==> src/rtl/bam_pkg.sv <==
// Shared definitions for the bit-array-masked (BAM) approximate MAC pipeline.
package bam_pkg;

    localparam int SAT_WRAP  = 0;
    localparam int SAT_CLAMP = 1;

    // Valid bits of the two operand/product stages; the third stage's valid is out_valid.
    typedef struct packed {
        logic s1;
        logic s2;
    } stage_valid_t;

    function automatic int prod_width(input int dw, input int ww);
        return dw + ww;
    endfunction

endpackage

==> src/rtl/bam_pipe_mac_if.sv <==
// Streaming input beats and completed dot-product results of bam_pipe_mac.
interface bam_pipe_mac_if #(
    parameter int DW   = 8,
    parameter int WW   = 8,
    parameter int ACCW = 32,
    parameter int VBLW = $clog2(DW + WW)
);
    logic            in_valid;
    logic            in_ready;
    logic [DW-1:0]   in_a;
    logic [WW-1:0]   in_b;
    logic [VBLW-1:0] in_vbl;
    logic            in_first;
    logic            in_last;
    logic            out_valid;
    logic            out_ready;
    logic [ACCW-1:0] out_acc;

    modport master (
        output in_valid, in_a, in_b, in_vbl, in_first, in_last, out_ready,
        input  in_ready, out_valid, out_acc
    );

    modport slave (
        input  in_valid, in_a, in_b, in_vbl, in_first, in_last, out_ready,
        output in_ready, out_valid, out_acc
    );
endinterface

==> src/rtl/bam_approx_mult.sv <==
// Approximate unsigned multiplier: partial-product bits below weight vbl are dropped.
module bam_approx_mult
    import bam_pkg::*;
#(
    parameter int DW   = 8,
    parameter int WW   = 8,
    parameter int VBLW = $clog2(DW + WW)
) (
    input  logic [DW-1:0]                  a,
    input  logic [WW-1:0]                  b,
    input  logic [VBLW-1:0]                vbl,
    output logic [prod_width(DW, WW)-1:0]  p
);
    localparam int PW = prod_width(DW, WW);

    always_comb begin
        // NOTE: p gets a default before the loops so no path leaves it unassigned (no latch).
        p = '0;
        for (int i = 0; i < DW; i++) begin
            for (int j = 0; j < WW; j++) begin
                if ((i + j) >= int'(vbl))
                    p = p + (PW'(a[i] & b[j]) << (i + j));
            end
        end
    end

endmodule

==> src/rtl/bam_pipe_mac.sv <==
// Three-stage approximate multiply-accumulate: S1 operands, S2 product, S3 accumulator/result.
module bam_pipe_mac
    import bam_pkg::*;
#(
    parameter int DW   = 8,
    parameter int WW   = 8,
    parameter int ACCW = 32,
    parameter int SAT  = SAT_WRAP,
    parameter int VBLW = $clog2(DW + WW)
) (
    input  logic           clk,
    input  logic           rst_n,
    bam_pipe_mac_if.slave  bus
);
    localparam int PW = prod_width(DW, WW);
    localparam int SW = ACCW + 1;

    stage_valid_t    vld;
    logic [DW-1:0]   a1;
    logic [WW-1:0]   b1;
    logic [VBLW-1:0] vbl1;
    logic            first1, last1;
    logic [PW-1:0]   p_comb, p2;
    logic            first2, last2;
    logic [ACCW-1:0] acc, acc_base, acc_next, out_acc_q;
    logic [SW-1:0]   sum;
    logic            out_valid_q, stall;

    // A pending result that is not being taken freezes the whole pipe.
    assign stall         = out_valid_q & ~bus.out_ready;
    assign bus.in_ready  = ~stall;
    assign bus.out_valid = out_valid_q;
    assign bus.out_acc   = out_acc_q;

    bam_approx_mult #(.DW(DW), .WW(WW), .VBLW(VBLW)) u_mult (
        .a   (a1),
        .b   (b1),
        .vbl (vbl1),
        .p   (p_comb)
    );

    always_comb begin
        acc_base = first2 ? '0 : acc;
        sum      = {1'b0, acc_base} + SW'(p2);
        if (SAT == SAT_CLAMP && sum[ACCW])
            acc_next = '1;
        else
            acc_next = sum[ACCW-1:0];
    end

    // NOTE: datapath registers carry no reset; the valid bits alone decide whether they matter.
    always_ff @(posedge clk) begin
        if (!stall) begin
            a1     <= bus.in_a;
            b1     <= bus.in_b;
            vbl1   <= bus.in_vbl;
            first1 <= bus.in_first;
            last1  <= bus.in_last;
            p2     <= p_comb;
            first2 <= first1;
            last2  <= last1;
        end
    end

    // NOTE: sequential state uses non-blocking assignments so every register samples pre-edge values.
    always_ff @(posedge clk or negedge rst_n) begin
        if (!rst_n) begin
            vld         <= '0;
            acc         <= '0;
            out_acc_q   <= '0;
            out_valid_q <= 1'b0;
        end else if (!stall) begin
            vld.s1      <= bus.in_valid;
            vld.s2      <= vld.s1;
            // Not stalled means any held result is consumed this edge, so reload without a bubble.
            out_valid_q <= vld.s2 & last2;
            if (vld.s2) begin
                if (last2) begin
                    acc       <= '0;
                    out_acc_q <= acc_next;
                end else begin
                    acc <= acc_next;
                end
            end
        end
    end

endmodule

==> src/flat_wrapper.sv <==
// flat-port wrapper written by rule: the top's interface ports become plain ports
module bam_pipe_mac_flat import bam_pkg::*;
#(
    parameter int DW   = 8,
    parameter int WW   = 8,
    parameter int ACCW = 32,
    parameter int SAT  = SAT_WRAP,
    parameter int VBLW = $clog2(DW + WW)
)
  (clk, rst_n, bus_in_valid, bus_in_a, bus_in_b, bus_in_vbl, bus_in_first, bus_in_last, bus_out_ready, bus_in_ready, bus_out_valid, bus_out_acc);
  bam_pipe_mac_if #(.DW(DW), .WW(WW), .ACCW(ACCW), .VBLW(VBLW)) bus_i ();
  input  logic clk;
  input  logic rst_n;
  input wire logic [$bits(bus_i.in_valid)-1:0] bus_in_valid;
  input wire logic [$bits(bus_i.in_a)-1:0] bus_in_a;
  input wire logic [$bits(bus_i.in_b)-1:0] bus_in_b;
  input wire logic [$bits(bus_i.in_vbl)-1:0] bus_in_vbl;
  input wire logic [$bits(bus_i.in_first)-1:0] bus_in_first;
  input wire logic [$bits(bus_i.in_last)-1:0] bus_in_last;
  input wire logic [$bits(bus_i.out_ready)-1:0] bus_out_ready;
  output wire logic [$bits(bus_i.in_ready)-1:0] bus_in_ready;
  output wire logic [$bits(bus_i.out_valid)-1:0] bus_out_valid;
  output wire logic [$bits(bus_i.out_acc)-1:0] bus_out_acc;
  assign bus_i.in_valid = bus_in_valid;
  assign bus_i.in_a = bus_in_a;
  assign bus_i.in_b = bus_in_b;
  assign bus_i.in_vbl = bus_in_vbl;
  assign bus_i.in_first = bus_in_first;
  assign bus_i.in_last = bus_in_last;
  assign bus_i.out_ready = bus_out_ready;
  assign bus_in_ready = bus_i.in_ready;
  assign bus_out_valid = bus_i.out_valid;
  assign bus_out_acc = bus_i.out_acc;
  bam_pipe_mac #(.DW(DW), .WW(WW), .ACCW(ACCW), .SAT(SAT), .VBLW(VBLW)) u_core (.clk(clk), .rst_n(rst_n), .bus(bus_i));
endmodule
==> config.mk <==
export PLATFORM = sky130hd
export DESIGN_NAME = bam_pipe_mac_flat
export DESIGN_NICKNAME = d
export VERILOG_FILES = /design/src/rtl/bam_pkg.sv /design/src/rtl/bam_pipe_mac_if.sv /design/src/rtl/bam_approx_mult.sv /design/src/rtl/bam_pipe_mac.sv /design/src/flat_wrapper.sv
export SDC_FILE = /design/constraint.sdc
export NUM_CORES = 1
export LEC_CHECK = 0
export CAP_MARGIN = 20
export CORE_MARGIN = 8
export CORE_UTILIZATION = 50
export CTS_BUF_LIST = sky130_fd_sc_hd__clkbuf_4 sky130_fd_sc_hd__clkbuf_8
export CTS_CLUSTER_DIAMETER = 30
export DETAILED_ROUTE_END_ITERATION = 8
export GPL_ROUTABILITY_DRIVEN = 1
export GPL_TIMING_DRIVEN = 0
export PLACE_DENSITY_LB_ADDON = 0.12
export SYNTH_ARGS = -nofsm -noshare
export SYNTH_HDL_FRONTEND = slang
export SYNTH_SLANG_ARGS = --single-unit
==> constraint.sdc <==
create_clock -name clk -period 28.2 [get_ports clk]
set_clock_uncertainty 0.2 [all_clocks]
set_input_delay 5.64 -clock clk [delete_from_list [all_inputs] [get_ports clk]]
set_output_delay 5.64 -clock clk [all_outputs]
set_load 0.05 [all_outputs]
# Yosys cells after proc, flatten, opt, wreduce, memory -nomap -nowiden
# Index checks and enable logic that the tools add are counted.
[word_totals]
register_bits = 107
latch_bits = 0
ramBits = 0
rom_bits = 0
inputBits = 26
output_inout_bits = 34
wordCells = 228
mem_count = 0
[classes]
addsub = 64
n_mul = 0
div = 0
order_cmp = 15
eq_ne = 0
shifts = 0
n_mux = 66
bitwise = 68
n_reduce_logical = 2
[op_table]
columns = ["operator", "count"]
rows = [
  ["16-bit 2-to-1 mux", 63],
  ["16-bit by 8-bit adder with 16-bit output", 8],
  ["16-bit by 7-bit adder with 16-bit output", 7],
  ["16-bit by 9-bit adder with 16-bit output", 7],
  ["16-bit by 10-bit adder with 16-bit output", 6],
  ["16-bit by 6-bit adder with 16-bit output", 6],
  ["16-bit by 11-bit adder with 16-bit output", 5],
  ["16-bit by 5-bit adder with 16-bit output", 5],
  ["1-bit bitwise AND", 66],
  ["16-bit by 12-bit adder with 16-bit output", 4],
  ["16-bit by 4-bit adder with 16-bit output", 4],
  ["32-bit 2-to-1 mux", 2],
  ["16-bit by 13-bit adder with 16-bit output", 3],
  ["16-bit by 3-bit adder with 16-bit output", 3],
  ["16-bit by 14-bit adder with 16-bit output", 2],
  ["32-bit by 16-bit adder with 32-bit output", 1],
  ["4-bit greater-or-equal comparator, first input constant", 7],
  ["16-bit by 15-bit adder with 16-bit output", 1],
  ["16-bit by 2-bit adder with 16-bit output", 1],
  ["3-bit by 4-bit greater-or-equal comparator with 1-bit output, first input constant", 4],
  ["1-bit by 4-bit greater-or-equal comparator with 1-bit output, first input constant", 2],
  ["2-bit by 4-bit greater-or-equal comparator with 1-bit output, first input constant", 2],
  ["1-bit by 2-bit adder with 3-bit output", 1],
  ["3-bit AND reduction", 1],
  ["3 further kinds", 4],
]

# Logic depth before layout (Yosys ltp)
# Gate-level depths: netlist of the first run.
[depth]
depth_word = 128
depth_mapped = 120
mapped_depth_nobuf = 117

# Cells and area by module
# Synthesis of the first run repeated with hierarchy kept, for this count alone.
[hier_totals]
cells_unflattened = 1808
hier_area_um2 = 14645.3
[modules_own_cells]
columns = ["module", "n_inst", "cells_each", "area_each_um2", "seq_area_each_um2"]
rows = [
  ["bam_approx_mult", 1, 1320, 9340.2, 0.0],
  ["bam_pipe_mac", 1, 488, 5305.1, 2877.8],
]

# Worst setup path after synthesis of the first run
# OpenSTA, ideal clock, no wires.
[synth_path]
path_kind = "register -> register"
from = "reg u_core.vbl1[0]"
to = "reg u_core.p2[15] (data pin)"
setup_ns = 0.258
arrival_ns = 24.092
required_time_ns = 27.742
setup_slack_ns = 3.650
path_stages_with_launch = 113
n_path_buf = 3
synth_period_minus_slack_ns = 24.550
cell_sequence = "edfxtp_1 -> clkbuf_1 -> a211oi_1 -> buf_2 -> and3_1 -> ha_1 -> mux2_2 -> ha_1 -> ha_1 -> mux2_2 -> ha_1 -> ha_1 -> and2_1 -> xnor3_1 -> nand3_1 -> nor2b_1 -> ha_1 -> mux2_2 -> (+77 left out) -> ha_1 -> mux2_2 -> ha_1 -> ha_1 -> and2_1 -> ha_1 -> xnor2_1 -> xnor2_1 -> a21oi_1 -> xor2_1 -> xnor2_1 -> xnor2_1 -> xnor2_1 -> xnor2_1 -> xnor2_1 -> xnor2_1 -> xnor3_1 -> xnor2_1"
[synth_between]
elab_chain_len = 128
word_cells_on_any_way = 142
cone_classes = "add/sub: 63; order compare: 15; mux: 64"
[synth_lines]
columns = ["element", "line_no", "rtl"]
rows = [
  ["start, declared", "bam_pipe_mac.sv:21", "logic [VBLW-1:0] vbl1;"],
  ["start signal, assigned", "bam_pipe_mac.sv:56", "vbl1 <= bus.in_vbl;"],
  ["1-bit by 4-bit greater-or-equal comparator with 1-bit output", "bam_approx_mult.sv:21", "if ((i + j) >= int'(vbl))"],
  ["1-bit 2-to-1 mux", "bam_approx_mult.sv:21", ""],
  ["1-bit by 2-bit adder with 3-bit output", "bam_approx_mult.sv:22", "p = p + (PW'(a[i] & b[j]) << (i + j));"],
  ["16-bit 2-to-1 mux", "bam_approx_mult.sv:21", ""],
  ["16-bit by 3-bit adder with 16-bit output", "bam_approx_mult.sv:22", ""],
  ["16-bit 2-to-1 mux", "bam_approx_mult.sv:21", ""],
  ["16-bit by 4-bit adder with 16-bit output", "bam_approx_mult.sv:22", ""],
  ["16-bit 2-to-1 mux", "bam_approx_mult.sv:21", ""],
  ["(+113 left out)", "n/a", ""],
  ["16-bit 2-to-1 mux", "bam_approx_mult.sv:21", ""],
  ["16-bit by 13-bit adder with 16-bit output", "bam_approx_mult.sv:22", ""],
  ["16-bit 2-to-1 mux", "bam_approx_mult.sv:21", ""],
  ["16-bit by 14-bit adder with 16-bit output", "bam_approx_mult.sv:22", ""],
  ["16-bit 2-to-1 mux", "bam_approx_mult.sv:21", ""],
  ["16-bit by 15-bit adder with 16-bit output", "bam_approx_mult.sv:22", ""],
  ["16-bit 2-to-1 mux (*)", "bam_approx_mult.sv:21", ""],
  ["named net u_core.p_comb[15]", "bam_pipe_mac.sv:23", "logic [PW-1:0] p_comb, p2;"],
  ["end signal, assigned", "bam_pipe_mac.sv:59", "p2 <= p_comb;"],
  ["end, declared", "bam_pipe_mac.sv:23", ""],
]
# Mark *: on every way through the listed nets, which the timed path passes. The rest lies on a longest branch.
# A chain may end at the register's enable or synchronous reset.

# Final worst setup path of the first run
[layout_path]
from = "reg u_core.vbl1[3]"
to = "reg u_core.p2[15] (data pin)"
# Same word-level chain as after synthesis.

==> results of run 1 <==
==> synthesized netlist by cell type (all sizes together), types with 15 or more instances <==
cell type,instances
xnor2,140
dfrtp,67
nor2b,50
edfxtp,40
inv,32
mux2,49
xnor3,17
and3,29
and2,107
nand2,202
a22o,16
nand3,71
o21ai,93
clkbuf,50
nor3,39
nand2b,18
xor2,76
o31ai,16
nand4,38
nor2,89
buf,16
a31oi,21
or3,15
ha,128
mux2i,19
a21oi,49
==> per-stage QoR <==
step                      instances  setup slack [ps]
after floorplan                1699              3650
after global placement         2142             589.6
after detailed placement       2144             162.8
after CTS                      2160             34.00
after global routing           2160            -56.98
final                          2160              1737
==> state kept, by name (all words and copies together), names as in the netlist <==
| signal | cells |
|---|---|
| u_core.a1 | 8 |
| u_core.b1 | 8 |
| u_core.p2 | 16 |
| u_core.bus.out_acc | 32 |
| u_core.vld | 2 |
| u_core.last1 | 1 |
| u_core.vbl1 | 4 |
| u_core.first2 | 1 |
| u_core.last2 | 1 |
| u_core.bus.out_valid | 1 |
| u_core.acc | 32 |
| u_core.first1 | 1 |
==> cells in the final DEF, fill, tap and decap left out, types with 29 or more instances in the layout <==
| cell | Yosys | routed |
|---|---|---|
| edfxtp_1 | 40 | 40 |
| nand4_1 | 38 | 38 |
| nor3_1 | 37 | 36 |
| clkbuf_1 | 50 | 46 |
| dfrtp_1 | 67 | 67 |
| o21ai_0 | 84 | 83 |
| mux2_2 | 49 | 49 |
| xnor2_1 | 137 | 128 |
| and3_1 | 29 | 29 |
| ha_1 | 128 | 128 |
| inv_1 | 32 | 32 |
| xor2_1 | 72 | 65 |
| clkdlybuf4s50_1 | 0 | 58 |
| nor2b_1 | 50 | 50 |
| nor2_1 | 87 | 86 |
| nand2_1 | 201 | 201 |
| and2_1 | 107 | 107 |
| a21oi_1 | 49 | 49 |
| nand3_1 | 69 | 69 |
==> final cells by class <==
class	count	area, um^2	share of cell area [%]
Multi-Input combinational cell	1494	11180	71.00
Sequential cell	107	2878	18.28
Timing Repair Buffer	62	623.1	3.958
Tap cell	384	480.5	3.052
Buffer	65	272.8	1.733
Clock buffer	10	131.4	0.8345
Inverter	32	120.1	0.7630
Clock inverter	6	60.06	0.3815
==> how the worst min path moves through the flow <==
stage          slack (ps)       endpoint  cells past startpoint
3_3_place_gp          210  u_core.first2                      0
2_1_floorplan         200  u_core.first2                      0
4_1_cts               230   u_core.last2                      0
3_5_place_dp          210  u_core.first2                      0
5_1_grt               230  u_core.first2                      0
6_report              230   u_core.last2                      0
==> where the power goes <==
group	internal, mW	switching, mW
clock	0.0353	0.0598
sequential	0.205	0.0263
combinational	0.194	0.293
total	0.434	0.379
==> cell families (layout without fill, tap and decap cells) <==
family	after synthesis	in the layout	share of synthesized area, %
AO/OA/AOI/OAI	307	307	14.88
multiplexers	68	68	5.250
adder cells (fa/ha/maj)	131	131	11.50
flip-flops	107	107	20.16
XOR/XNOR	236	236	16.99
buffers and inverters	98	175	2.717
AND/OR/NAND/NOR	752	752	28.51
==> what timing repair did <==
item                                   CTS  global route
endpoints found under the hold margin    0             0
setup endpoints to repair                0             1
buffers inserted                         0             1
resized for setup                        0            35
==> routing by layer <==
metal,track usage (%),up-vias,wire length [um],part of all wire (%)
li1,-,6314,-,-
met1,28.30,6190,17510,47
met2,39.77,224,18320,49
met3,1.824,28,1041,2.8
met4,3.585,0,453,1.2
met5,0,-,0,0
==> impl_results.md, run 1 <==
- Final Slew Violations: 0
- Final Instance Area: 15740 um^2
- FMAX: 37.79 MHz
- Pin count of the biggest net entering global routing: 68
- Drt via density: 5.906
- Ys Warns: 0
- Maximum VDD drop: 0.00003294 V
- Iter 0 DRT Violations: 672
- Dpl hpwl: 29.42 mm
- Synth Instances: 1699
- CP endpoint: u_core.p2[15]
- Post-Syn Nets: 1854
- Vias in the first global route: 12360
- FILL cells: 2732
- Total CTS buffers: 9
- Initial antenna violation count: 0
- Worst-margin pin slew: 860.9 ps
- Util after Layout: 55.45%
- Number of hold buffers added after CTS: 0
- FF-to-FF Start: u_core.vbl1[3]
- Ports: 60
- Top cell type's share of synthesized area: 11.74%
- Die H: 185.0 um
- GP Congestion: 0.8770
- Rows: 62
- First-pass GRT wire length: 62.04 mm
- Largest cells by area after synthesis: dfrtp_1, ha_1, edfxtp_1
- Worst path max stage delay: 520 ps
- CP Data Required Time: 28150 ps
- Core area: 28390 um^2
- DRC viols: 0
- Seq/Total Area, Yosys: 20.16%
- CTS Sinks: 107
- Worst flop-to-flop path endpoint: u_core.p2[15]
- Final ANT Viol Nets: 0
- Bufs and invs on worst path: 5
- Initial Util: 50.28%
- Final nets: 1926
- Worst-path maximum fanout: 10
- CP most frequent cell: ha_1
- Final setup fails: 0
- Register bit total from synthesis: 107
- CP delay by family, top: XOR/XNOR gates
- Routed WL per cell: 17.28 um
- Setup_tns: 0 ps
- DIE WIDTH: 185.0 um
- Worst hold path class: reg2reg
- Die area: 34220 um^2
- Pwr/cell area: 51.66 nW/um^2
- Rel. slew slack: 42.60%
- CTS tree: built
- Asr flop ratio synth: 62.62%
- PortBufs: 59
- Post-layout power: 0.8133 mW
- Max cap viols: 0
- Final min period: 26460 ps
- DP Area: 15370 um^2
- Detailed Routing Iterations Pass 1: 5
- Grt ovf: 0
- Crit path from: u_core.vbl1[3]
- H-tree depth: 3
- Outcome: completed
- Vias: 12760
- Syn avg cell area: 8.403 um^2
- N_diodes: 0
- P_leak: 6.315 nW
- CTS clk-pin slew, worst paths: 120 ps
- WP data arrival: 26410 ps
- Worst-case reg-to-reg path depth: 111
- Fin. Hold Viols: 0
- Clk buf depth: 2
- Largest area contributor in the netlist: dfrtp_1
- Final period utilization: 93.84%
- Post-Synthesis Cell Area: 14280 um^2
- Area growth, synth to finish: 10.27%
- Kind of critical path: reg2reg
- Post-synth EDFFs: 40
- Hold_ws: 228.3 ps
- Startpoint Class: register
- Top FF cell, synth: dfrtp_1
- CP endpoint kind: register
- Slowest CP cell: or4_1
- Total wire length: 37.32 mm
- Hold_sp: u_core.last1
- Layout cells sized above 1: 8.727%
- Latest clock arrival within the worst-skew pair: 390 ps
- CTS root buf: clkbuf_8
- CP Depth: 111
- GRT Util Overall: 21.91%
- Number of distinct library cells after synthesis: 104
- R2R Setup Slk: 1740 ps
No activity file was read; power rests on OpenSTA's default activity.
==> run 2, diff against run 1 <==
--- a/config.mk
+++ b/config.mk
@@ -7,7 +7,7 @@
 export LEC_CHECK = 0
 export CAP_MARGIN = 20
 export CORE_MARGIN = 8
-export CORE_UTILIZATION = 50
+export CORE_UTILIZATION = 25
 export CTS_BUF_LIST = sky130_fd_sc_hd__clkbuf_4 sky130_fd_sc_hd__clkbuf_8
 export CTS_CLUSTER_DIAMETER = 30
 export DETAILED_ROUTE_END_ITERATION = 8
==> run 2 against run 1 <==
Net effect: worst hold slack improved by 14 ps; global-route usage fell by 8.7 points; flip-flop and latch count did not move; power rose by 3.4%; critical endpoint unchanged; routed wire length rose by 16%; final cell count rose by 17%; clock-buffer cell count did not move; clock power rose by 13%; design area rose by 3.9%; setup slack got worse by 53 ps; sequential share of layout area fell by 0.68 points.
==> impl_results.md, run 2 (synthesized netlist as in run 1, its figures left out) <==
- Detailed Routing Iterations Pass 1: 4
- Initial antenna violation count: 0
- Final min period: 26520 ps
- FMAX: 37.71 MHz
- Vias in the first global route: 12320
- CP Data Required Time: 28180 ps
- Grt ovf: 0
- Iter 0 DRT Violations: 597
- P_leak: 6.376 nW
- Logic pwr share: 59.4%
- CTS root buf: clkbuf_8
- WP data arrival: 26500 ps
- Clk buf depth: 2
- GRT Util Overall: 13.25%
- CP most frequent cell: ha_1
- Slowest CP cell: xor3_2
- Total wire length: 43.17 mm
- Clock Power Share: 12.7%
- FF-to-FF Start: u_core.vbl1[3]
- Area growth, synth to finish: 14.54%
- Internal Pwr Total: 0.4443 mW
- Final Non-Filler Cells: 2534
- Switching share of power: 47.14%
- Pwr/cell area: 51.40 nW/um^2
- Placed insts: 2517
- Crit path from: u_core.vbl1[3]
- Drt via density: 4.881
- Rel. slew slack: 39.96%
- CTS clk-pin slew, worst paths: 120 ps
- Outcome: completed
- CP endpoint kind: register
- Worst-path maximum fanout: 10
- Final ANT Viol Nets: 0
- Kind of critical path: reg2reg
- DIE WIDTH: 255.0 um
- Final Slew Violations: 0
- PortBufs: 59
- First-pass GRT wire length: 69.48 mm
- Die area: 65010 um^2
- Initial Util: 25.32%
- Worst hold path class: reg2reg
- Hold_ws: 242.1 ps
- DP Area: 15860 um^2
- Vias: 12370
- Startpoint Class: register
- CTS tree: built
- Rows: 87
- Total CTS buffers: 9
- Final Instance Area: 16350 um^2
- Worst path max stage delay: 520 ps
- GP Congestion: 0.7801
- Core area: 56390 um^2
- Max cap viols: 0
- DRC viols: 0
- NetSw: 0.3962 mW
- Pin count of the biggest net entering global routing: 54
- Util after Layout: 29.00%
- Dpl hpwl: 34.23 mm
- Most common cell after layout, fill and taps aside: nand2_1
- Pre-CTS setup slack: -537.0 ps
- Routed WL per cell: 17.04 um
- Hold_sp: u_core.last1
- Post-layout power: 0.8405 mW
- R2R Setup Slk: 1680 ps
- N_diodes: 0
- Maximum VDD drop: 0.00003996 V
- Worst-margin pin slew: 877.9 ps
- Final nets: 1928
- Setup_tns: 0 ps
- Commonest cells after routing, fill and taps aside: nand2_1, ha_1, xnor2_1
- Latest clock arrival within the worst-skew pair: 420 ps
- Ports: 60
- Layout cells sized above 1: 9.674%
- Fin. Hold Viols: 0
- Seq pwr share: 27.9%
- CTS Sinks: 107
- Final WS setup: 1684 ps
- H-tree depth: 3
- Die H: 255.0 um
- Final setup fails: 0
- Final period utilization: 94.03%
run 2: changes by cell type in the layout (fill, tap and decap cells not counted), moves of 2 or more:
cell / previous run / this run
nor3_2: 2 / 4
xnor2_2: 11 / 16
xnor2_1: 128 / 123
xor2_1: 65 / 60
xor2_2: 9 / 14
run 2: cell type report:
| class | count | area [um^2] |
|---|---|---|
| inverters | 32 | 120.1 |
| clock buffers | 10 | 131.4 |
| well taps | 756 | 945.9 |
| clock inverters | 6 | 83.83 |
| multi-input cells | 1494 | 11260 |
| flip-flops and latches | 107 | 2878 |
| plain buffers | 64 | 271.5 |
| repair buffers | 65 | 663.1 |
| fillers | 6137 | 40030 |
run 2: timing repair:
action                                  4_1_cts  5_1_grt
pin swaps                                     0       18
setup buffers                                 0        3
endpoints found under the setup margin        1        1
hold buffers                                  0        0
gates resized for setup                       3       46
run 2: worst paths after layout:
kind,cells after the start,end
max in group asynchronous,2,u_core.acc[2]
worst max-delay path,114,u_core.p2[15]
worst min-delay path,0,u_core.last2
min in group asynchronous,1,u_core.bus.out_acc[24]
worst min register to register,0,u_core.last2
worst max register to register,114,u_core.p2[15]
run 2: routing by layer:
metal | part of all wire, % | vias to the layer above | track usage (%)
met4 | 0.89 | 0 | 2.031
met5 | 0 | - | 0
met2 | 46 | 115 | 22.36
li1 | - | 6311 | -
met1 | 51 | 5924 | 18.39
met3 | 2.1 | 19 | 1.472
run 2: power groups by stage:
stage / logic [mW] / registers [mW] / clock network [mW]
finish: 0.499 / 0.234 / 0.107
floorplan: 0.318 / 0.264 / 0
global route: 0.557 / 0.240 / 0.118
global placement: 0.492 / 0.240 / 0
detailed placement: 0.494 / 0.238 / 0
CTS: 0.498 / 0.236 / 0.112
run 2: critical path, delay by kind of cell (launching register included):
| kind | cells | cell delay (ps) |
|---|---|---|
| AOI/OAI and AO/OA | 4 | 960 |
| xor gates and xnor gates | 49 | 11460 |
| adders and majority gates | 23 | 5690 |
| buffers and inverters | 8 | 1460 |
| DFF | 1 | 440 |
| muxes | 5 | 1420 |
| and+or+nand+nor | 25 | 4610 |
==> run 3, diff against run 2 <==
--- a/config.mk
+++ b/config.mk
@@ -6,7 +6,6 @@
 export NUM_CORES = 1
 export LEC_CHECK = 0
 export CAP_MARGIN = 20
-export CORE_MARGIN = 8
 export CORE_UTILIZATION = 25
 export CTS_BUF_LIST = sky130_fd_sc_hd__clkbuf_4 sky130_fd_sc_hd__clkbuf_8
 export CTS_CLUSTER_DIAMETER = 30
@@ -14,6 +13,7 @@
 export GPL_ROUTABILITY_DRIVEN = 1
 export GPL_TIMING_DRIVEN = 0
 export PLACE_DENSITY_LB_ADDON = 0.12
+export SETUP_SLACK_MARGIN = 0.02
 export SYNTH_ARGS = -nofsm -noshare
 export SYNTH_HDL_FRONTEND = slang
 export SYNTH_SLANG_ARGS = --single-unit
==> constraint.sdc (replaced) <==
create_clock -name clk -period 28.2 [get_ports clk]
set_clock_uncertainty 0.2 [all_clocks]
set_input_delay 5.64 -clock clk [delete_from_list [all_inputs] [get_ports clk]]
set_output_delay 5.64 -clock clk [all_outputs]
set_load 0.1 [all_outputs]
==> run 3 against run 2 <==
Net effect: combinational power increased by 11%; critical endpoint unchanged; utilization increased by 0.18 points; largest power group unchanged; setup slack improved by 48 ps; maximum frequency increased by 0.18%; register-to-register slack improved by 50 ps.
==> impl_results.md, run 3 (synthesized netlist as in run 1, its figures left out) <==
- Initial antenna violation count: 1
- Routed WL per cell: 17.11 um
- Drt via density: 4.906
- Clk buf depth: 2
- Rows: 87
- FF-to-FF Start: u_core.vbl1[3]
- DRC viols: 0
- Worst-margin pin slew: 1013 ps
- Vias in the first global route: 12210
- Ports: 60
- Startpoint Class: register
- Switching share of power: 48.33%
- Final ANT Viol Nets: 0
- CP endpoint kind: register
- Pin count of the biggest net entering global routing: 40
- Worst hold path class: reg2reg
- H-tree depth: 3
- Layout cells sized above 1: 9.922%
- Dpl hpwl: 34.10 mm
- CP delay by family, top: XOR/XNOR gates
- WP data arrival: 26440 ps
- Pwr/cell area: 55.84 nW/um^2
- Final setup fails: 0
- P_leak: 6.447 nW
- Post-layout power: 0.9190 mW
- Rel. slew slack: 32.29%
- FMAX: 37.78 MHz
- Die area: 58060 um^2
- Clock Power Share: 14.3%
- CTS clk-pin slew, worst paths: 110 ps
- Iter 0 DRT Violations: 588
- Commonest cells after routing, fill and taps aside: nand2_1, ha_1, xnor2_1
- DIE WIDTH: 241.0 um
- Final Non-Filler Cells: 2540
- Final nets: 1934
- CTS root buf: clkbuf_8
- Total wire length: 43.47 mm
- CP most frequent cell: ha_1
- Worst flop-to-flop path endpoint: u_core.p2[15]
- GRT Util Overall: 15.12%
- Worst path max stage delay: 540 ps
- Outcome: completed
- CP Data Required Time: 28180 ps
- CTS Sinks: 107
- Internal Pwr Total: 0.4748 mW
- Fin. Hold Viols: 0
- Maximum VDD drop: 0.00005372 V
- Latest clock arrival within the worst-skew pair: 410 ps
- Max cap viols: 0
- Setup_tns: 0 ps
- Kind of critical path: reg2reg
- Slowest CP cell: or4_1
- Number of hold buffers added after CTS: 0
- First-pass GRT wire length: 68.93 mm
- Bufs and invs on worst path: 9
- Seq pwr share: 25.5%
- N_diodes: 0
- GP Congestion: 0.7805
- Die H: 241.0 um
- PortBufs: 59
- Logic pwr share: 60.2%
- R2R Setup Slk: 1730 ps
- Final period utilization: 93.86%
- Detailed Routing Iterations Pass 1: 5
- Worst-path maximum fanout: 10
- NetSw: 0.4441 mW
- Total CTS buffers: 9
- CTS tree: built
- Area growth, synth to finish: 15.27%
- Worst hold stages: 0
- Core area: 56390 um^2
- Placed insts: 2517
- Final Slew Violations: 0
- Initial Util: 25.32%
- Final min period: 26470 ps
- Hold_sp: u_core.last1
- Most common cell after layout, fill and taps aside: nand2_1
- Vias: 12460
- WHS Endpoint: u_core.last2
- Worst-case reg-to-reg path depth: 117
- Grt ovf: 0
## run 3: changes by cell type in the layout (fill, tap and decap cells not counted), sizes merged
| cell | change |
|---|---|
| buf | +6 |
| clkbuf | -1 |
| clkinv | -2 |
| bufinv | +3 |
## run 3: through the flow
step | hold WS [ps] | worst slack (ps) | utilization, % | cell area, um^2
after floorplan | 200.3 | 3650 | - | 14280
after global placement | 228.0 | -596.3 | 28.04 | 15810
after detailed placement | 246.9 | -567.6 | 28.13 | 15860
after CTS | 257.9 | 37.24 | 28.65 | 16150
after global routing | 252.1 | -96.54 | 29.18 | 16460
final | 249.8 | 1732 | 29.18 | 16460
## run 3: layout make-up
type                    count  area, um^2
inverters                  32       120.1
flip-flops and latches    107        2878
clock inverters             7       156.4
plain buffers              64       271.5
repair buffers             71       708.2
well taps                 756       945.9
fillers                  6141       39930
multi-input cells        1494       11250
clock buffers               9       123.9
## run 3: how the worst max path moves through the flow
| stage | startpoint | to | slack (ps) | cells after the start |
|---|---|---|---|---|
| floorplan | u_core.vbl1[0] | u_core.p2[15] | 3650 | 112 |
| global placement | u_core.vbl1[3] | u_core.p2[15] | -600 | 116 |
| detailed placement | u_core.vbl1[3] | u_core.p2[15] | -570 | 116 |
| CTS | u_core.vbl1[3] | u_core.p2[15] | 40 | 117 |
| global route | u_core.vbl1[3] | u_core.p2[15] | -100 | 117 |
| finish | u_core.vbl1[3] | u_core.p2[15] | 1730 | 117 |
## run 3: power groups by stage
stage / combinational [mW] / clock, mW / sequential, mW
floorplan: 0.320 / 0 / 0.308
global placement: 0.539 / 0 / 0.240
detailed placement: 0.542 / 0 / 0.238
CTS: 0.546 / 0.138 / 0.235
global route: 0.612 / 0.143 / 0.239
finish: 0.553 / 0.131 / 0.235
## run 3: what timing repair did
action	in CTS	in global routing
gates resized for setup	3	45
endpoints found under the hold margin	0	0
buffers inserted	0	9
endpoints found under the setup margin	1	1
pin swaps	0	12
## run 3: worst reg2reg max path: cells and delay by family, from the launching register on
kind	cells	cell delay [ps]
flip-flops	1	430
AND/OR/NAND/NOR	24	4140
XOR/XNOR	44	10050
AO/OA/AOI/OAI	7	1390
multiplexers	7	1970
adder cells (fa/ha/maj)	26	6490
buffers and inverters	9	1540
## run 3: layer usage
metal	wire length [um]	GRT usage [%]	up-vias
li1	-	-	6320
met1	21860	20.82	5970
met2	20240	25.84	150
met3	928	1.544	21
met4	436	2.129	0
met5	0	0	-
==> RTL edit 1: new RTL, settings of run 3 <==
`ACCW` is set to 32 in 3 places; all go to 64.
--- a/src/rtl/bam_pipe_mac_if.sv
+++ b/src/rtl/bam_pipe_mac_if.sv
@@ -2,7 +2,7 @@
 interface bam_pipe_mac_if #(
     parameter int DW   = 8,
     parameter int WW   = 8,
-    parameter int ACCW = 32,
+    parameter int ACCW = 64,
     parameter int VBLW = $clog2(DW + WW)
 );
     logic            in_valid;
--- a/src/rtl/bam_pipe_mac.sv
+++ b/src/rtl/bam_pipe_mac.sv
@@ -4,7 +4,7 @@
 #(
     parameter int DW   = 8,
     parameter int WW   = 8,
-    parameter int ACCW = 32,
+    parameter int ACCW = 64,
     parameter int SAT  = SAT_WRAP,
     parameter int VBLW = $clog2(DW + WW)
 ) (
--- a/src/flat_wrapper.sv
+++ b/src/flat_wrapper.sv
@@ -3,7 +3,7 @@
 #(
     parameter int DW   = 8,
     parameter int WW   = 8,
-    parameter int ACCW = 32,
+    parameter int ACCW = 64,
     parameter int SAT  = SAT_WRAP,
     parameter int VBLW = $clog2(DW + WW)
 )
Ports: changed (resized bus_out_acc); port bits go from 60 to 92. The function was not compared with the original's and may differ.
==> RTL edit 1 against run 3 <==
Final cell count increased by 25%. Die area rose by 23%. Routed wire length up 28%. Sequential cell count increased by 64. Worst setup slack got worse by 13 ps. Power up 22%. Area after synthesis is 23% higher. Final area increased by 25%. Critical endpoint unchanged.
==> RTL edit 1: results (changes against run 3) <==
The endpoint arrival time on the critical path came out at 26,530 ps (+90 ps). The remaining max-slew budget at the tightest pin was 0.297 (-0.0263). The flow ran to the end, and the final reports show no timing, DRC or antenna violations. For the static leakage power, the log shows 8.14 nW (+26%).

The global routing usage on met3 came out at 0.0216 (+0.00615). The run gives 0.808 (+3.5%) as the routability congestion estimate from global placement. The tools report the total wire length as 55,600 um (+28%).

Sorting the synthesized cells by how often they occur yields 319 x nand2_1, 171 x xnor2_1, 158 x o21ai_0. The met1 track demand over resource in global routing was 0.213 (+0.00516); the share of the yosys chip area belonging to registers was 0.255 (+0.0536). The tools report the TritonCTS buffer count as 17 (+8).

The run gives 740 (+26%) as the DRC marker count from the first detailed-route iteration. The critical path's largest stage delay is 840 ps (+300 ps). The share of async-settable or async-resettable flops after synthesis was 0.766 (+0.140). The logs give 88,100 um (+28%) for the global-route wire length before repair and 110 (+5.8%) for the number of distinct library cells after synthesis. The placement-stage worst setup slack is -1700 ps (-1130 ps), and the average via count per standard cell is 4.88 (-0.58%). The count of input and output buffers is 91 (+54%).

Cell with the largest stage delay on the worst path: a2111oi_1. The run gives 520 ps (+110 ps) as the worst-skew pair later-pin latency. The post-synthesis net count was 2,247 (+21%); the overall fraction of global-route tracks in use was 0.159 (+0.00737). The logs give 43,200 um (+27%) for the half-perimeter wire length after detailed placement and 4 (-1) for the first-pass detailed-route iteration total. The pin count of the biggest net entering global routing came out at 88 (+120%).
==> RTL edit 1: what timing repair did <==
item,in CTS,in global routing
resized for setup,15,49
hold buffers,0,0
setup endpoints to repair,1,1
pin swaps,3,28
buffers inserted,4,14
==> RTL edit 1: logic make-up after synthesis <==
logic type                 after synthesis  share of synthesized area
and+or+nand+nor                        914                      0.266
AOI/OAI and AO/OA                      414                      0.158
xor gates and xnor gates               286                      0.166
DFF                                    171                      0.255
adders and majority gates              131                     0.0935
buffers and inverters                  123                     0.0280
muxes                                   53                     0.0336
==> RTL edit 1: path summary, 6_finish.rpt <==
check                                    start                      to  slack (ps)  depth (start not counted)
worst min register to register    u_core.last1            u_core.last2         240                          0
worst max register to register  u_core.vbl1[3]           u_core.p2[15]        1720                        123
max in group asynchronous                rst_n   u_core.bus.out_acc[5]       22140                          2
worst max-delay path            u_core.vbl1[3]           u_core.p2[15]        1720                        123
min in group asynchronous                rst_n  u_core.bus.out_acc[43]        4830                          1
worst min-delay path              u_core.last1            u_core.last2         240                          0
==> RTL edit 1: per-layer routing <==
| metal | up-vias | routed length, um |
|---|---|---|
| met5 | - | 0 |
| met4 | 0 | 803 |
| met3 | 41 | 1430 |
| met2 | 210 | 26400 |
| met1 | 7509 | 26900 |
| li1 | 7692 | - |
==> RTL edit 1: final cells by class <==
cell class | instances | area share
flip-flops and latches | 171 | 0.218
repair buffers | 113 | 0.0548
inverters | 34 | 0.00620
clock inverters | 13 | 0.00888
plain buffers | 87 | 0.0184
diodes | 2 | 0.000243
well taps | 931 | 0.0566
clock buffers | 19 | 0.0124
multi-input cells | 1798 | 0.625
==> RTL edit 1: metrics by stage <==
| stage | hold slack (ps) | instances | cell area (sq um) | TNS (ps) |
|---|---|---|---|---|
| 2_1_floorplan | 200 | 2092 | 17600 | 0 |
| 5_1_grt | 253 | 3166 | 20600 | -111 |
| 3_3_place_gp | 212 | 3114 | 19600 | -1630 |
| 6_report | 243 | 3168 | 20600 | 0 |
| 4_1_cts | 236 | 3153 | 20200 | 0 |
| 3_5_place_dp | 215 | 3118 | 19700 | -1700 |
==> RTL edit 1: where the power goes <==
group	switching [mW]	internal, mW	leakage, nW	total, mW
combinational	0.390	0.203	5.70	0.593
sequential	0.0343	0.296	2.22	0.330
clock	0.108	0.0934	0.220	0.201
total	0.532	0.592	8.14	1.12
==> RTL edit 1: critical path: cells and delay by family, from the launching register on <==
| kind | cells | cell delay (ps) |
|---|---|---|
| simple gates | 31 | 4750 |
| buf+inv | 9 | 1440 |
| flops | 1 | 460 |
| fa+ha+maj | 30 | 7640 |
| xor+xnor | 40 | 8110 |
| mux | 5 | 1420 |
| compound gates | 8 | 2170 |
==> RTL edit 2: new RTL, config.mk and constraints of run 3 <==
Without the edit above. Reset style: synchronous (`rst_n`), changed in one clocked block.
--- a/src/rtl/bam_pipe_mac.sv
+++ b/src/rtl/bam_pipe_mac.sv
@@ -63,7 +63,7 @@
     end
 
     // NOTE: sequential state uses non-blocking assignments so every register samples pre-edge values.
-    always_ff @(posedge clk or negedge rst_n) begin
+    always_ff @(posedge clk) begin
         if (!rst_n) begin
             vld         <= '0;
             acc         <= '0;
Formal check against the unedited RTL: not equivalent (Yosys sat finds a counterexample within 4 cycles, from zero or initial values and one cycle with rst_n low; the reset may be asserted at any time).
==> RTL edit 2 against run 3 <==
Worst setup slack got worse by 150 ps. Utilization increased by 0.22 points. Routed wire length grew 14%. Via count is 14% higher. Final area increased by 7.6%. Synthesized cell count increased by 13%. Sequential cell count is the same. Area after synthesis increased by 6.8%. Largest cell class unchanged.
Power is not compared: it rests on default switching activity, and its combinational part moved more than twofold at a synthesized area within 25%.
==> RTL edit 2: results (changes against run 3) <==
The run finished with clean final reports. The run gives 390 ps (-20 ps) as the worst-skew pair later-pin latency. The via count of the first global-routing pass was 13,900 (+14%). For the global routing usage on met3, the log shows 0.00794 (-0.00750). The global-route wire length before repair is 78,700 um (+14%), and the DRC marker count from the first detailed-route iteration is 739 (+26%).

The count of filler cells inserted in the layout is 6,428 (+4.7%). For the met1 track demand over resource in global routing, the log shows 0.220 (+0.0122). The tools report the initial antenna violation count as 1 (unchanged). The half-perimeter wire length after detailed placement came out at 39,200 um (+15%). The maximum clock path buffer count is 2 (unchanged). By area the synthesized netlist is led by ha_1 11%, dfxtp_1 8.8%, edfxtp_1 7.9%, xnor2_1 7.9%, nand2_1 6.3%. For this design, the slowest cell found on the critical path is xnor3_1.

The overall fraction of global-route tracks in use came out at 0.157 (+0.00542). The endpoint arrival time on the critical path came out at 26,570 ps (+130 ps). The fraction of layout instances using a drive strength above 1 was 0.106 (+0.00649). For the met2 track utilization from global routing, the log shows 0.264 (+0.00551). The pin count of the biggest net entering global routing was 36 (-10%); the share of async-settable or async-resettable flops after synthesis was 0 (-0.626).

Sum of met3 wire segment lengths after detailed routing: 1180 um (+27%). The most used flip-flop cell after synthesis is dfxtp_1. The worst register-to-register path begins at u_core.vbl1[2].

Share of the yosys chip area belonging to registers: 0.167 (-0.0348). The post-synthesis net count was 2,073 (+12%); the remaining max-slew budget at the tightest pin was 0.342 (+0.0191). The run gives 49,400 um (+14%) as the total wire length.

Routability congestion estimate from global placement: 0.859 (+10%). The hold slack was 233 ps (-17.0 ps). For the routed metal-1 wirelength, the log shows 24,800 um (+13%). The number of cells on the worst reg-to-reg path was 122 (+4.3%).

The min-delay analysis places its worst path in the category flip-flop to flip-flop. By count the netlist is led by 255 x nand2_1, 137 x xnor2_1, 128 x ha_1. The critical path in this run is classified as flip-flop to flip-flop. The average via count per standard cell was 5.06 (+3.2%). The run gives 22,600 um (+12%) as the detailed route wirelength on metal2. The count of input and output buffers was 58 (-1.7%).

The run gives 0 (unchanged) as the post-route antenna net violation count. The setup slack of the most critical reg-to-reg path is 1580 ps (-150 ps). The tools report the number of distinct library cells after synthesis as 115 (+11%).
RTL edit 2: changes by cell type in the layout (fill, tap and decap cells not counted), sizes merged, moves of 23 or more:
cell / run 3 / this run
o21ai: 93 / 62
a21boi: 5 / 32
nand2: 202 / 256
a22oi: 2 / 25
nor2b: 50 / 76
dfrtp: 67 / 0
dfxtp: 0 / 67
RTL edit 2: power breakdown:
part,leakage [nW],internal [mW],switching [mW]
Clock,0.103,0.0427,0.0604
Sequential,0.982,0.169,0.00734
Combinational,5.61,0.0647,0.100
Total,6.69,0.276,0.168
RTL edit 2: stage by stage:
stage               area (sq um)  utilization  std cells  worst slack (ps)
CTS                        17200        0.285       2777              60.2
floorplan                  15200            -       1918              3350
global route               17700        0.294       2797             -30.9
global placement           16800        0.279       2758             -1280
finish                     17700        0.294       2797              1580
detailed placement         16800        0.279       2759             -1250
RTL edit 2: final cells by class:
cell class                 instances  area (sq um)  area share
timing repair buffer              82           773      0.0437
tap                              782           978      0.0552
clock buffer                       9           124     0.00699
clock inverter                     7          85.1     0.00480
inverter                          35           131     0.00742
multi-input combinational       1697         12700       0.719
sequential                       107          2540       0.144
buffer                            78           338      0.0191
RTL edit 2: what timing repair did:
action / in CTS / in global routing
buffers inserted: 2 / 20
endpoints found under the setup margin: 1 / 1
gates resized for setup: 18 / 63
pin swaps: 3 / 25
RTL edit 2: logic make-up after synthesis:
family / count (synthesis) / share of synthesized area
and+or+nand+nor: 895 / 0.314
AOI/OAI and AO/OA: 372 / 0.180
xor gates and xnor gates: 243 / 0.160
adders and majority gates: 131 / 0.108
buffers and inverters: 114 / 0.0306
DFF: 107 / 0.167
muxes: 56 / 0.0408
